`src/rtl/dap_swj_seq_ctrl_pkg.sv`:
```
// dap_swj_seq_ctrl_pkg: shared DAP command codes, FSM encodings and chunk sizing helper for the SWJ sequence front-end.
package dap_swj_seq_ctrl_pkg;
  localparam logic [3:0] SEQ_CMD_SWJ_SEQ = 4'h3;
  localparam logic [7:0] ID_DAP_SWJ_SEQUENCE = 8'h12;
  localparam logic [7:0] DAP_OK = 8'h00;
  localparam logic [7:0] DAP_ERROR = 8'hFF;
  localparam logic [2:0] S_IDLE = 3'd0;
  localparam logic [2:0] S_LOAD = 3'd1;
  localparam logic [2:0] S_ISSUE = 3'd2;
  localparam logic [2:0] S_WAIT = 3'd3;
  localparam logic [2:0] S_GAP = 3'd4;
  localparam logic [2:0] S_RESP_ID = 3'd5;
  localparam logic [2:0] S_RESP_ST = 3'd6;
  localparam logic [2:0] S_DRAIN = 3'd7;
  function automatic logic [6:0] chunk_of(input logic [8:0] rem);
    return rem > 9'd64 ? 7'd64 : rem[6:0];
  endfunction
endpackage

```
`src/rtl/dap_swj_seq_ctrl_packer.sv`:
```
// dap_seq_chunk_packer: collects payload bytes into a 64-bit chunk word, masks bits above the chunk length, flags the final byte.
module dap_seq_chunk_packer (
  input  logic        clk,
  input  logic        resetn,
  input  logic        wr,
  input  logic [2:0]  idx,
  input  logic [7:0]  data,
  input  logic [6:0]  bits,
  output logic [63:0] word,
  output logic        done
);
  logic [63:0] lanes;
  logic [63:0] mask;
  logic [6:0]  bits_m1;
  // Stale lanes from a previous chunk sit above the current bit count and are masked off.
  always_ff @(posedge clk or negedge resetn)
    if (!resetn) lanes <= '0;
    else if (wr) lanes[{idx, 3'b000} +: 8] <= data;
  assign bits_m1 = bits - 7'd1;
  assign mask = bits[6] ? '1 : (64'd1 << bits[5:0]) - 64'd1;
  assign word = lanes & mask;
  assign done = wr && idx == bits_m1[5:3];
endmodule

```
`src/rtl/dap_swj_seq_ctrl.sv`:
```
// dap_swj_seq_ctrl: DAP_SWJ_Sequence front-end; chunks payload bits to the sequencer and returns the 2-byte response.
// Optional completion watchdog with payload drain and DAP_ERROR status: define SWJ_SEQ_TIMEOUT_EN.
module dap_swj_seq_ctrl
  import dap_swj_seq_ctrl_pkg::*;
#(
  parameter int MIN_GAP = 8,
  parameter int TIMEOUT_CYCLES = 1048576
) (
  input  logic        clk,
  input  logic        resetn,
  input  logic        in_valid,
  input  logic [7:0]  in_data,
  output logic        in_ready,
  output logic        out_valid,
  output logic [7:0]  out_data,
  input  logic        out_ready,
  output logic        busy,
  output logic        seq_tx_valid,
  output logic [15:0] seq_tx_cmd,
  output logic [63:0] seq_tx_data,
  input  logic        seq_tx_full,
  input  logic        seq_rx_valid,
  input  logic [15:0] seq_rx_flag
);
  localparam int GW = $clog2(MIN_GAP + 1);
  if (MIN_GAP < 1 || TIMEOUT_CYCLES < 1) begin : g_bad_param
    $error("dap_swj_seq_ctrl: MIN_GAP and TIMEOUT_CYCLES must be positive");
  end
  logic [2:0]    state;
  logic [8:0]    rem;
  logic [8:0]    left;
  logic [2:0]    idx;
  logic [GW-1:0] gap;
  logic          gap_done;
  logic          rx_q;
  logic          rx_rise;
  logic          take;
  logic [6:0]    chunk;
  logic [63:0]   word;
  logic          done;
  logic [7:0]    status;
  assign take = in_valid && in_ready;
  assign chunk = chunk_of(rem);
  assign left = rem - {2'b00, chunk};
  assign rx_rise = seq_rx_valid && !rx_q;
  assign gap_done = gap >= GW'(MIN_GAP - 1);
`ifdef SWJ_SEQ_TIMEOUT_EN
  localparam int TW = $clog2(TIMEOUT_CYCLES + 1);
  logic [TW-1:0] tmo;
  logic [5:0]    drain;
  logic [9:0]    left_p7;
  logic [5:0]    drain_n;
  logic          tmo_hit;
  assign left_p7 = {1'b0, left} + 10'd7;
  assign drain_n = left_p7[8:3];
  assign tmo_hit = tmo == TW'(TIMEOUT_CYCLES - 1);
`else
  assign status = DAP_OK;
`endif
  dap_seq_chunk_packer u_packer (
    .clk    (clk),
    .resetn (resetn),
    .wr     (take && state == S_LOAD),
    .idx    (idx),
    .data   (in_data),
    .bits   (chunk),
    .word   (word),
    .done   (done)
  );
  always_ff @(posedge clk or negedge resetn)
    if (!resetn) begin
      state <= S_IDLE;
      rem <= '0;
      idx <= '0;
      gap <= '0;
      rx_q <= 1'b0;
      in_ready <= 1'b0;
      out_valid <= 1'b0;
      out_data <= '0;
      busy <= 1'b0;
      seq_tx_valid <= 1'b0;
      seq_tx_cmd <= '0;
      seq_tx_data <= '0;
`ifdef SWJ_SEQ_TIMEOUT_EN
      tmo <= '0;
      drain <= '0;
      status <= DAP_OK;
`endif
    end else begin
      rx_q <= seq_rx_valid;
      case (state)
        S_IDLE: begin
          in_ready <= 1'b1;
          if (take) begin
            rem <= {in_data == 8'd0, in_data};
            busy <= 1'b1;
            idx <= '0;
            state <= S_LOAD;
`ifdef SWJ_SEQ_TIMEOUT_EN
            status <= DAP_OK;
`endif
          end
        end
        S_LOAD: if (take) begin
          idx <= idx + 3'd1;
          if (done) begin
            in_ready <= 1'b0;
            state <= S_ISSUE;
          end
        end
        S_ISSUE: if (!seq_tx_full) begin
          seq_tx_valid <= 1'b1;
          seq_tx_cmd <= {SEQ_CMD_SWJ_SEQ, 5'd0, chunk};
          seq_tx_data <= word;
          state <= S_WAIT;
`ifdef SWJ_SEQ_TIMEOUT_EN
          tmo <= '0;
`endif
        end
        S_WAIT: begin
          if (rx_rise) begin
            seq_tx_valid <= 1'b0;
            rem <= left;
            gap <= '0;
            state <= S_GAP;
          end
`ifdef SWJ_SEQ_TIMEOUT_EN
          else if (tmo_hit) begin
            seq_tx_valid <= 1'b0;
            status <= DAP_ERROR;
            drain <= drain_n;
            if (drain_n == 6'd0) begin
              out_valid <= 1'b1;
              out_data <= ID_DAP_SWJ_SEQUENCE;
              state <= S_RESP_ID;
            end else begin
              in_ready <= 1'b1;
              state <= S_DRAIN;
            end
          end else tmo <= tmo + TW'(1);
`endif
        end
        // Hold off until the completion level is gone so every chunk gets a fresh rising edge.
        S_GAP: if (gap_done && !seq_rx_valid) begin
          if (rem != 9'd0) begin
            idx <= '0;
            in_ready <= 1'b1;
            state <= S_LOAD;
          end else begin
            out_valid <= 1'b1;
            out_data <= ID_DAP_SWJ_SEQUENCE;
            state <= S_RESP_ID;
          end
        end else if (!gap_done) gap <= gap + GW'(1);
        S_RESP_ID: if (out_ready) begin
          out_data <= status;
          state <= S_RESP_ST;
        end
        S_RESP_ST: if (out_ready) begin
          out_valid <= 1'b0;
          out_data <= '0;
          busy <= 1'b0;
          in_ready <= 1'b1;
          state <= S_IDLE;
        end
`ifdef SWJ_SEQ_TIMEOUT_EN
        S_DRAIN: if (take) begin
          drain <= drain - 6'd1;
          if (drain == 6'd1) begin
            in_ready <= 1'b0;
            out_valid <= 1'b1;
            out_data <= ID_DAP_SWJ_SEQUENCE;
            state <= S_RESP_ID;
          end
        end
`endif
        default: state <= S_IDLE;
      endcase
    end
  logic unused_flag;
  assign unused_flag = ^seq_rx_flag;
endmodule

```
`config.mk`:
```
export PLATFORM = sky130hd
export DESIGN_NAME = dap_swj_seq_ctrl
export DESIGN_NICKNAME = d
export VERILOG_FILES = /design/src/rtl/dap_swj_seq_ctrl_pkg.sv /design/src/rtl/dap_swj_seq_ctrl_packer.sv /design/src/rtl/dap_swj_seq_ctrl.sv
export SDC_FILE = /design/constraint.sdc
export NUM_CORES = 1
export LEC_CHECK = 0
export BUFFER_PORTS_ARGS = -buffer_cell sky130_fd_sc_hd__buf_2
export CORE_MARGIN = 2
export CORE_UTILIZATION = 39
export DETAILED_ROUTE_END_ITERATION = 10
export GPL_TIMING_DRIVEN = 0
export MAX_ROUTING_LAYER = met4
export PLACE_DENSITY = 0.62
export SLEW_MARGIN = 20
export SYNTH_ARGS = -nofsm -noshare
export SYNTH_HDL_FRONTEND = slang
export SYNTH_SLANG_ARGS = --single-unit
```
`constraint.sdc`:
```
create_clock -name clk -period 7.35 [get_ports clk]
set_input_delay 1.47 -clock clk [delete_from_list [all_inputs] [get_ports clk]]
set_output_delay 1.47 -clock clk [all_outputs]
set_load 0.1 [all_outputs]
```
==> results.cfg <==
[clock_tree]
clockBufferDepth = 2
path_clk_slew_ns = 0.07
holdBufCountCts = 0
cts_htree_levels = 4
clock_tree.root_cell = clkbuf_16
cts_tree = done
post_cts.repair.setup_buffers = 0
numCtsBuffers = 17
post_cts.resized_instances = 0
clkLatencyLatePin_ns = 0.44
cts_num_sinks = 161

[timing]
final.setup.tns_ns = 0
timing_max_transition_violations_final = 0
finalWorstSetupSlack_ns = 2.78
timing_worst_slew_pin_value_ns = 1.08
clock_skew_ns = 0.00821
period_minus_slack_ns = 4.57
maxClockFrequency_ghz = 0.219
relSlewSlack = 0.268
setup_viol_count_final = 0
final_cycle_utilization_of_the_critical_path = 0.622
finalHoldViolCount = 0
setup_repair_after_global_routing_missed_its_margin = false

[power_and_ir_drop]
power_density_nw_per_um2 = 535
power_w = 0.00550
peakVddDrop_mv = 0.274
power_leakage_nw = 4.85

[hold_path]
worst_hold_path_type = register to register
timing.hold.worst_path_depth = 2
min_delay_worst_endpoint = seq_tx_cmd[0]
timing.hold.worst.start = seq_tx_cmd[0]

[drt]
antenna_left = 0
viasPerCell = 5.86
drtPass1Iterations = 5
dr.first_iter.drc_count = 733
drc_errors_left = 0
route.vias.total = 7944
route.detailed.wl_per_inst_um = 22.6
route.final.wire_length_um = 30700

[finish]
diodes = 0
layout-area-overhead-vs-synth_pct = 17.3
total_area_of_multi_input_combinational_cells_um2 = 4330
finalInstanceArea_um2 = 10300
final_nets = 1099
area.sequential_um2 = 4030
n_fill_cell = 2140
drive_gt1_frac = 0.216

[synthesis]
area_of_the_mapped_netlist_um2 = 8760
synth_edf_count = 0
ys_dominant_reg_cell = dfrtp_1
yosysWarnings = 0
yosys.cell_types.count = 73
ys_async_sr_fraction = 1.00
postSynthAreaPerCell_um2 = 9.26
synth-seq-area-share = 0.460
ys_seq_elements = 161
post_synth_inst_count = 946

[global_route]
overflow = 0
grt_first_pass_wirelength_um = 47100
number_of_global_route_vias_before_repair = 7784
grt_max_degree = 83
globalRouteTotalUtil = 0.271
grt_antenna_before_repair = 1

[worst_setup_path]
arrival_ns = 4.85
worstPathMaxFanout = 10
critical_path.reg2reg.endpoint = seq_tx_data[48]
kind_of_end_point_of_the_critical_path = register
timing.reg2reg.worst_path_depth = 14
reg2reg_slack_ns = 2.78
ws_path_type = register to register
critical_r2r_launch = rem[0]
cp.required_ns = 7.62
timing.critical_path.from_type = register

[run_status]
outcome = completed

[floorplan]
ioPinCount = 122
num_rows = 54
dieHeight_um = 154
x_dimension_of_the_die_um = 154
starting_density = 0.399
design.die.area_um2 = 23700
core_area_um2 = 22000

[place]
place.port_buffers = 84
hpwlAfterDp_um = 21900
placedInstanceArea_um2 = 9660
place_worst_setup_slack_ns = 2.95
routabilityCongestion = 1.01

[job]
max-cap-violations = 0
metrics by stage:
step           utilization  cells  hold slack, ns
3_3_place_gp         0.436   1322           0.448
2_1_floorplan            -    958           0.449
4_1_cts              0.468   1356           0.465
6_report             0.468   1356           0.460
3_5_place_dp         0.440   1324           0.450
5_1_grt              0.468   1356           0.486
per-layer routing:
metal  vias to the layer above  GRT usage  wire [µm]
met3                        59     0.0443       2180
met4                         0      0.101        796
li1                       3579          -          -
met1                      3970      0.373      13700
met5                         -          -          0
met2                       336      0.404      14000
kinds of logic after synthesis:
logic type / count (synthesis) / share of synthesized area
other cells: 2 / 0.000857
flops: 161 / 0.460
buf+inv: 102 / 0.0560
simple gates: 369 / 0.210
mux: 84 / 0.104
xor+xnor: 26 / 0.0260
compound gates: 196 / 0.134
fa+ha+maj: 6 / 0.00857
cells in the mapped netlist, types with 15 or more instances:
| cell | n | area share |
|---|---|---|
| nand2_1 | 112 | 0.048 |
| nand3_1 | 40 | 0.023 |
| a21oi_1 | 56 | 0.032 |
| mux2_2 | 59 | 0.076 |
| dfrtp_1 | 161 | 0.46 |
| clkbuf_1 | 51 | 0.022 |
| nor2_1 | 80 | 0.034 |
| buf_4 | 19 | 0.016 |
| o21ai_0 | 71 | 0.041 |
| mux2i_1 | 25 | 0.029 |
| nor3_1 | 37 | 0.021 |
| nor4_1 | 15 | 0.011 |
final cells by class:
type | instances | area share
clock inverter | 14 | 0.0174
multi-input combinational | 695 | 0.421
sequential | 161 | 0.392
clock buffer | 18 | 0.0427
tap | 280 | 0.0341
timing repair buffer | 86 | 0.0450
buffer | 88 | 0.0426
inverter | 14 | 0.00511
worst max-delay path by stage:
stage                     startpoint                  to  slack [ns]  cells after the start
after floorplan               rem[1]     seq_tx_data[54]        3.78                     15
after global placement        resetn  u_packer.lanes[25]        2.32                      1
after detailed placement      rem[1]     seq_tx_data[48]        2.95                     15
final                         rem[0]     seq_tx_data[48]        2.78                     14
after global routing          rem[1]     seq_tx_data[48]        2.57                     15
after CTS                     rem[1]     seq_tx_data[48]        2.91                     15
layout by cell type (no fill, tap or decap), drive strengths merged, types with 10 or more instances in the layout:
master  netlist  layout
a31oi        12      12
nand3        40      40
dfrtp       161     161
nor2         80      80
nor4         16      16
inv          14      18
nand2b       10      10
clkbuf       52      70
xnor2        13      13
a21oi        56      56
conb          2      14
mux2i        25      25
xor2         13      13
nor3         41      41
buf          36     122
o21ai        73      73
mux2         59      59
nand2       112     112
power breakdown:
part	total (W)	internal (W)	switching, W
sequential	0.00140	0.00122	0.000186
clock	0.000952	0.000548	0.000404
combinational	0.00315	0.000735	0.00241
total	0.00550	0.00250	0.00300
registers in the layout (all words and copies together), names as in the netlist:
| register | count |
|---|---|
| busy | 1 |
| gap | 4 |
| idx | 3 |
| in_ready | 1 |
| out_data | 1 |
| out_valid | 1 |
| rem | 9 |
| rx_q | 1 |
| seq_tx_cmd | 8 |
| seq_tx_data | 64 |
| seq_tx_valid | 1 |
| state | 3 |
| u_packer.lanes | 64 |
critical path, stage by stage, from the launching register on:
cell and delay, ns:
dfrtp_1 0.45, or4_1 0.52, clkbuf_1 0.23, o21a_1 0.31
nor3_2 0.45, a21boi_1 0.34, o21ai_0 0.17, ha_1 0.22
o21ai_1 0.15, or4_1 0.49, buf_2 0.23, buf_6 0.19
nor3_1 0.38, xnor2_1 0.19, a21oi_1 0.09
(Power assumes the default switching activity.)
